File: config.mk
export PLATFORM = sky130hd
export DESIGN_NAME = uart_tx_arbiter
export DESIGN_NICKNAME = d
export VERILOG_FILES = /design/src/rtl/uart_tx_arbiter_pkg.sv /design/src/rtl/uart_tx_arbiter_rr_pick.sv /design/src/rtl/uart_tx_arbiter.sv
export SDC_FILE = /design/constraint.sdc
export NUM_CORES = 1
export LEC_CHECK = 0
export BUFFER_PORTS_ARGS = -buffer_cell sky130_fd_sc_hd__buf_2
export CAP_MARGIN = 10
export CORE_MARGIN = 10
export CORE_UTILIZATION = 56
export CTS_CLUSTER_SIZE = 30
export DETAILED_ROUTE_END_ITERATION = 10
export GPL_TIMING_DRIVEN = 0
export PLACE_DENSITY_LB_ADDON = 0.15
export SYNTH_ARGS = -nofsm -noshare
export SYNTH_HDL_FRONTEND = slang
export SYNTH_SLANG_ARGS = --single-unit
export TNS_END_PERCENT = 50
File: constraint.sdc
create_clock -name clk -period 5.85 [get_ports clk]
set_clock_uncertainty 0.2 [all_clocks]
set_input_delay 0.2925 -clock clk [delete_from_list [all_inputs] [get_ports clk]]
set_output_delay 0.2925 -clock clk [all_outputs]
set_load 0.1 [all_outputs]
File: src/rtl/uart_tx_arbiter_pkg.sv
// Shared definitions for the UART transmit arbiter: data width, FSM state encoding
// and the index-width helper used by the top and the round-robin picker.
package uart_tx_arbiter_pkg;

  localparam int DATA_W = 8;

  // Prefixed so they never collide with the UART_TX/UART_RX state names.
  typedef enum logic [1:0] {
    ARB_IDLE      = 2'd0,
    ARB_LOAD      = 2'd1,
    ARB_WAIT_DONE = 2'd2,
    ARB_RELEASE   = 2'd3
  } arb_state_e;

  function automatic int idx_width(input int n);
    return (n > 1) ? $clog2(n) : 1;
  endfunction

endpackage

File: src/rtl/uart_tx_arbiter_rr_pick.sv
// Combinational round-robin picker: first asserted request at or above ptr,
// wrapping modulo N_REQ. Reports the winner as one-hot plus binary index.
module uart_tx_arbiter_rr_pick
  import uart_tx_arbiter_pkg::*;
#(
  parameter int N_REQ = 4,
  parameter int IDX_W = idx_width(N_REQ)
) (
  input  logic [N_REQ-1:0] req,
  input  logic [IDX_W-1:0] ptr,
  output logic [N_REQ-1:0] win_onehot,
  output logic [IDX_W-1:0] win_idx,
  output logic             win_valid
);

  always_comb begin
    int cand;
    // NOTE: every output gets a default before the search so no path leaves one
    // unassigned; without these the tool would infer latches.
    cand       = 0;
    win_onehot = '0;
    win_idx    = '0;
    win_valid  = 1'b0;
    for (int off = 0; off < N_REQ; off++) begin
      cand = int'(ptr) + off;
      if (cand >= N_REQ) cand = cand - N_REQ;
      if (!win_valid && req[cand]) begin
        win_valid        = 1'b1;
        win_idx          = IDX_W'(cand);
        win_onehot[cand] = 1'b1;
      end
    end
  end

endmodule

File: src/rtl/uart_tx_arbiter.sv
// Round-robin arbiter sharing one UART_TX among N_REQ byte producers: latches the
// winner's byte, pulses tx_start, waits for tx_done (or watchdog), then acks.
module uart_tx_arbiter
  import uart_tx_arbiter_pkg::*;
#(
  parameter int N_REQ       = 4,
  parameter int TIMEOUT_CYC = 4096,
  parameter int TO_W        = 13
) (
  input  logic                      clk,
  input  logic                      reset,
  input  logic [N_REQ-1:0]          req,
  input  logic [DATA_W*N_REQ-1:0]   req_data,
  output logic [N_REQ-1:0]          grant,
  output logic [N_REQ-1:0]          ack,
  output logic                      busy,
  output logic                      timeout_err,
  output logic [DATA_W-1:0]         tx_d_in,
  output logic                      tx_start,
  input  logic                      tx_done
);

  localparam int IDX_W = idx_width(N_REQ);

  arb_state_e        state_q, state_d;
  logic [N_REQ-1:0]  grant_q, grant_d;
  logic [N_REQ-1:0]  ack_q, ack_d;
  logic              busy_q, busy_d;
  logic              err_q, err_d;
  logic              tx_start_q, tx_start_d;
  logic [DATA_W-1:0] tx_d_in_q, tx_d_in_d;
  logic [IDX_W-1:0]  idx_q, idx_d;
  logic [IDX_W-1:0]  ptr_q, ptr_d;
  logic [TO_W-1:0]   wd_q, wd_d;

  logic [N_REQ-1:0]  win_onehot;
  logic [IDX_W-1:0]  win_idx;
  logic              win_valid;

  uart_tx_arbiter_rr_pick #(
    .N_REQ (N_REQ),
    .IDX_W (IDX_W)
  ) u_rr_pick (
    .req        (req),
    .ptr        (ptr_q),
    .win_onehot (win_onehot),
    .win_idx    (win_idx),
    .win_valid  (win_valid)
  );

  always_comb begin
    state_d    = state_q;
    grant_d    = grant_q;
    ack_d      = '0;
    err_d      = 1'b0;
    tx_start_d = 1'b0;
    tx_d_in_d  = tx_d_in_q;
    idx_d      = idx_q;
    ptr_d      = ptr_q;
    wd_d       = wd_q;

    unique case (state_q)
      ARB_IDLE: begin
        if (win_valid) begin
          state_d    = ARB_LOAD;
          grant_d    = win_onehot;
          idx_d      = win_idx;
          tx_d_in_d  = req_data[DATA_W*int'(win_idx) +: DATA_W];
          tx_start_d = 1'b1;
        end
      end
      ARB_LOAD: begin
        state_d = ARB_WAIT_DONE;
        wd_d    = '0;
      end
      ARB_WAIT_DONE: begin
        // tx_done is checked first so it wins over a simultaneous watchdog expiry.
        if (tx_done) begin
          state_d = ARB_RELEASE;
          grant_d = '0;
          ack_d   = grant_q;
        end else if (wd_q == TO_W'(TIMEOUT_CYC - 1)) begin
          state_d = ARB_RELEASE;
          grant_d = '0;
          err_d   = 1'b1;
        end else begin
          wd_d = wd_q + 1'b1;
        end
      end
      ARB_RELEASE: begin
        state_d = ARB_IDLE;
        ptr_d   = (idx_q == IDX_W'(N_REQ - 1)) ? '0 : idx_q + 1'b1;
      end
      default: state_d = ARB_IDLE;
    endcase

    busy_d = (state_d != ARB_IDLE);
  end

  always_ff @(posedge clk) begin
    // NOTE: reset is sampled on the clock edge, and all state uses non-blocking
    // assignments so every flop sees the pre-edge values of the others.
    if (reset) begin
      state_q    <= ARB_IDLE;
      grant_q    <= '0;
      ack_q      <= '0;
      busy_q     <= 1'b0;
      err_q      <= 1'b0;
      tx_start_q <= 1'b0;
      tx_d_in_q  <= '0;
      idx_q      <= '0;
      ptr_q      <= '0;
      wd_q       <= '0;
    end else begin
      state_q    <= state_d;
      grant_q    <= grant_d;
      ack_q      <= ack_d;
      busy_q     <= busy_d;
      err_q      <= err_d;
      tx_start_q <= tx_start_d;
      tx_d_in_q  <= tx_d_in_d;
      idx_q      <= idx_d;
      ptr_q      <= ptr_d;
      wd_q       <= wd_d;
    end
  end

  assign grant       = grant_q;
  assign ack         = ack_q;
  assign busy        = busy_q;
  assign timeout_err = err_q;
  assign tx_start    = tx_start_q;
  assign tx_d_in     = tx_d_in_q;

endmodule

Word level (Yosys, flattened, before mapping)
Cells that the tools add are included.
Storage, ports and cells
  memory bits (read-only): 0
  flip-flop bits (word level): 38
  memories: 0
  logic and storage cells: 117
  output and inout bits: 19
  latch bits: 0
  bits of input ports: 39
  memory bits (writable): 0
Cells by class
  reduce and logical (&&, ||, !) cells: 20
  shifts and indexed selects: 1
  add/sub/neg operators: 9
  multiply operators: 0
  equality and inequality tests: 9
  divide/modulo/power cells: 0
  muxes and demuxes: 50
  bitwise logic cells: 6
  order comparisons: 12
Operator list (count)
  $ge A32 B1 Y1 const B: 4
  $lt A32 B4 Y1 const B: 4
  $mux W32: 4
  $ge A32 B4 Y1 const B: 3
  $sub A32 B4 Y32 const B: 3
  $shiftx A32 B6 Y8: 1
  $mux W4: 7
  $mux W13: 2
  $pmux W13 S2: 1
  $mux W1: 18
  $mux W2: 8
  $add A13 B1 Y13 const B: 1
  $eq A13 B12 Y1 const B: 1
  $or A4 B4 Y4: 3
  $bmux W1 S2: 4
  $demux W1 S2: 4
  $pmux W2 S4: 1
  $pmux W4 S2: 1
  $logic_and A1 B1 Y1: 7
  $add A2 B2 Y3 const B: 2
  $eq A2 B2 Y1 const B: 3
  $reduce_and A3 Y1: 2
  $reduce_bool A2 Y1: 3
  $reduce_or A3 Y1: 2
  13 further kinds: 18

Longest topological paths before layout
  depth in word-level cells: 18
  gate-level depth with buffers: 12
  depth with buffers taken out: 8

Cells and area by module
Synthesis repeated with hierarchy kept, for this count alone.
Second synthesis, totals
  cell total of the unflattened synthesis: 258
  area total of the unflattened synthesis: 2397.3 um2
Modules (own cells, without submodules)
  uart_tx_arbiter: instances 1, cells an instance 210, area an instance 1936.9 um2, seq. area each 760.7 um2
  uart_tx_arbiter_rr_pick: instances 1, cells an instance 48, area an instance 460.4 um2, seq. area each 0.0 um2

Worst setup path before layout
Ideal clock, no wire load.
  path type: reg-to-reg
  from: register ptr_q[0]
  to: register tx_d_in_q[0], in the netlist tx_d_in[0]
  arrival: 2.880 ns
  period minus slack after synthesis: 3.214 ns
  buffers on the path: 3
  path slack: 2.636 ns
  cell stages (with the launch flop): 12
  data required time: 5.517 ns
  setup time: 0.133 ns
  cells stage by stage: dfxtp_1 > buf_4 > clkbuf_1 > inv_1 > ha_1 > buf_6 > mux4_2 > nor2b_4 > nor2_4 > mux2_1 > a221oi_1 > o221ai_1
On the way
  word-level cells in the longest chain between the ends: 16
  elaborated cells between the ends (all ways): 43
  those cells by class: add/sub (7); order compare (4); shift (1); mux (24); reduce/logical (7)
Ends and longest elaborated chain
  from (decl): line uart_tx_arbiter.sv:33  | logic [IDX_W-1:0] ptr_q, ptr_d;
  from (signal assigned): line uart_tx_arbiter.sv:123  | ptr_q <= ptr_d;
  branches (longest 16 deep; another with $sub A32 B4 Y32)
  to (signal assigned): line uart_tx_arbiter.sv:121  | tx_d_in_q <= tx_d_in_d;
  to (decl): line uart_tx_arbiter.sv:31  | logic [DATA_W-1:0] tx_d_in_q, tx_d_in_d;
Several ways; the timed one is not identified. The select of a mux whose other input is x is not followed.
A chain may end at the register's enable or synchronous reset.

Final worst setup path
  from: register ptr_q[0]
  to: register tx_d_in_q[6], in the netlist tx_d_in[6]
Same word-level chain as after synthesis.

==> flow_summary.toml <==
[setup_path]
worst_ep_arrival_time_ns = 3.62
endpoint_kind = "flop"
worstReg2RegEnd = "tx_d_in[6]$_SDFFE_PP0P_"
largest_fanout_of_any_net_on_the_critical_path = 10
cpLargestDelayFamily = "buffers and inverters"
worst-path-buf-inv = 5
crit-reg2reg-launch = "ptr_q[0]$_SDFFE_PP0N_"
cp-start-kind = "flop"
setup.reg_to_reg.worst_slack_ns = 2.24
cpPeakStageDelay_ns = 0.63
cp-startpoint = "ptr_q[0]$_SDFFE_PP0N_"
reg2reg_depth = 12
cp.depth = 12
timing.critical_path.to = "tx_d_in[6]$_SDFFE_PP0P_"
required_ns = 5.86
timing_worst_setup_path_type = "reg2reg"
cp_slowest_cell = "mux4_2"
crit_path_cell_trace = "buf_4 > clkbuf_1 > inv_1 > ha_1 > buf_6 > mux4_2 > nor4_2 > nand2b_1 > nor2b_1 > clkbuf_2 > a32oi_1 > o211ai_1"

[cts]
cts_hold_repair.buffers = 0
clock_path_buffers = 2
post_cts_buffers = 0
tritoncts.num_buffers = 5
clk_latency_ns = 0.29
cts_resized = 0
cts.htree.levels = 2
clock-root-buffer = "clkbuf_8"
cts_tree = "yes"
worst_setup_hold_path_clk_slew_ns = 0.08
cts_sinks = 38

[global_route]
antenna_found_initial = 0
pin_count_of_the_biggest_net_entering_global_routing = 12
grt_first_pass_wirelength_microns = 9890
track_usage_pct = 15.5
vias_in_the_first_global_route = 2263
globalRoute.totalOverflow = 0

[timing]
relative_max_transition_margin_pct = 59.3
setup_tns_ns = 0
setup_repair_after_global_routing_missed_its_margin = "no"
timing.final.crit_period_ns = 3.61
hold_viol = 0
post_route_hold_slack_ns = 0.0953
report.final.slew_viol_count = 0
final.period_utilization_pct = 61.7
setup_viol_count_final = 0
clock.fmax_mhz = 277
timing_worst_slew_pin_value_ns = 0.610

[pwr]
intPower_mw = 0.570
net-switching-power_mw = 0.622
powerDensity_nw_per_um2 = 410
pwr-share-seq_pct = 28.3
power_share_of_the_clock_group_pct = 14.3
p_leak_nw = 1.14
p_comb_share_pct = 57.4
power.switching_fraction_pct = 52.2
vdd_drop_max_mv = 0.302

[detailed_routing]
route.detailed.wl_per_inst_microns = 14.4
drc = 0
drtAntennaViolNets = 0
viasPerCell = 5.71
drtIter0Drc = 101
wl_microns = 5850
drt_pass1_iterations = 4
dr_total_vias = 2319

[synthesis]
syn_area_sq_um = 2480
synth_async_sr_flop_share_pct = 0
synth.largest_area_cell = "dfxtp_1"
yosys_warnings = 0
syn_nets = 342
netlist.area_leader.share_pct = 30.7
synth-edff-count = 0
yosys.cell_types.count = 53
yosys_register_bits = 38
postSynth.topFlopCell = "dfxtp_1"
average_cell_area_after_synthesis_sq_um = 8.52
yosysSeqAreaShare_pct = 30.7
synthCells = 291
yosys-top-cells-area = "dfxtp_1 (31%), ha_1 (6.1%), mux2i_1 (5.2%), nor2_1 (4.1%), nand2_1 (3.9%)"

[layout]
multiInputGateArea_sq_um = 1600
most_frequent_cells_in_the_layout = "buf_2 (57), dfxtp_1 (38), nor2_1 (27)"
layout_commonest_cell = "buf_2"
areaGrowthSynthToFinish_pct = 17.1
seqCellArea_sq_um = 761
finalNetCount = 405
number_of_antenna_repair_diodes = 0
final_layout_size_suffix_gt1_share_pct = 24.3
num-fill-cells = 374

[outcome]
run_status = "completed"

[place]
placement.io_buffers = 56
gp_routability_congestion = 0.815
post-dp-hpwl_microns = 4560

[floorplanning]
start_util_pct = 57.3
core_sq_um = 4320
floorplan.die.width_microns = 86.5
chipHeight_microns = 86.5
row_count = 24
ioPinCount = 58
die_area_sq_um = 7490

[run]
drv.max_cap_violation_count = 0

[hold_path]
worstHoldPathType = "in2reg"
metrics by stage:
stage          area, sq um  utilization, %  instances  power (mW)  setup slack [ns]
3_3_place_gp          2830            65.3        399        1.02              2.22
5_1_grt               2900            67.2        406        1.26              1.96
2_1_floorplan         2480               -        291       0.905              2.64
3_5_place_dp          2830            65.3        399        1.03              2.24
6_report              2900            67.2        406        1.19              2.24
4_1_cts               2900            67.2        406        1.20              2.22
area by class of cell:
class	instances	area share [%]
Buffer	16	2.54
Tap cell	52	2.24
Clock inverter	2	0.345
Multi-Input combinational cell	224	55.0
Clock buffer	5	2.37
Inverter	13	1.68
Sequential cell	38	26.2
Timing Repair Buffer	56	9.65
cells in the mapped netlist (all sizes together), types with 2 or more instances:
cell and count:
mux2 11, nand4 2, a221oi 7, inv 13, nand3 4, o221ai 3
a22oi 5, and2 8, xnor2 8, o22ai 4, ha 12, clkbuf 12
nor4 2, nor3 13, o31ai 2, nor2b 11, a21oi 13, o211ai 6
dfxtp 38, mux2i 13, nor3b 2, mux4 4, buf 4, a32oi 5
nand2b 4, nor2 28, o31a 2, nand2 27, o21ai 16
power by group through the flow:
stage	logic (mW)	registers (mW)	clock network, mW
after floorplan	0.294	0.611	0
after global placement	0.680	0.342	0
after detailed placement	0.685	0.344	0
after CTS	0.687	0.339	0.176
after global routing	0.737	0.344	0.184
final	0.684	0.338	0.170
how the worst min path moves through the flow:
| stage | start | to | slack (ns) | cells past startpoint |
|---|---|---|---|---|
| floorplan | wd_q[1]$_SDFFE_PP0P_ | wd_q[1]$_SDFFE_PP0P_ | 0.26 | 2 |
| global placement | tx_d_in[2]$_SDFFE_PP0P_ | tx_d_in[2]$_SDFFE_PP0P_ | 0.24 | 2 |
| detailed placement | tx_d_in[0]$_SDFFE_PP0P_ | tx_d_in[0]$_SDFFE_PP0P_ | 0.25 | 2 |
| CTS | req_data[0] | tx_d_in[0]$_SDFFE_PP0P_ | 0.09 | 3 |
| global route | req_data[21] | tx_d_in[5]$_SDFFE_PP0P_ | 0.11 | 3 |
| finish | req_data[0] | tx_d_in[0]$_SDFFE_PP0P_ | 0.1 | 3 |
worst register-to-register path: stages, from the launching register on:
cell	delay (ns)
dfxtp_1	0.38
buf_4	0.20
clkbuf_1	0.31
inv_1	0.18
ha_1	0.33
buf_6	0.13
mux4_2	0.63
nor4_2	0.39
nand2b_1	0.23
nor2b_1	0.15
clkbuf_2	0.21
a32oi_1	0.08
o211ai_1	0.13
flip-flops by register name, indices dropped and copies added (netlist names):
register and cells:
busy 1, idx_q 2, wd_q 13, tx_d_in 8, ack 4, grant 4, state_q 2, timeout_err 1
ptr_q 2, tx_start 1
layer usage:
layer	share of wire, %	global-route usage, %	routed length [microns]	vias up
li1	-	-	-	1173
met1	45	18.4	2640	1076
met2	46	25.2	2720	64
met3	7.5	6.19	441	6
met4	0.86	4.42	50	0
met5	0	0	0	-
cell families after synthesis:
kind of cell             Yosys count  share of synthesized area [%]
AO/OA/AOI/OAI                     68                           18.8
buffers and inverters             29                           4.94
adder cells (fa/ha/maj)           12                           6.05
AND/OR/NAND/NOR                  107                           22.5
multiplexers                      28                           13.9
flip-flops                        38                           30.7
XOR/XNOR                           9                           3.18
(Power assumes the default switching activity.)
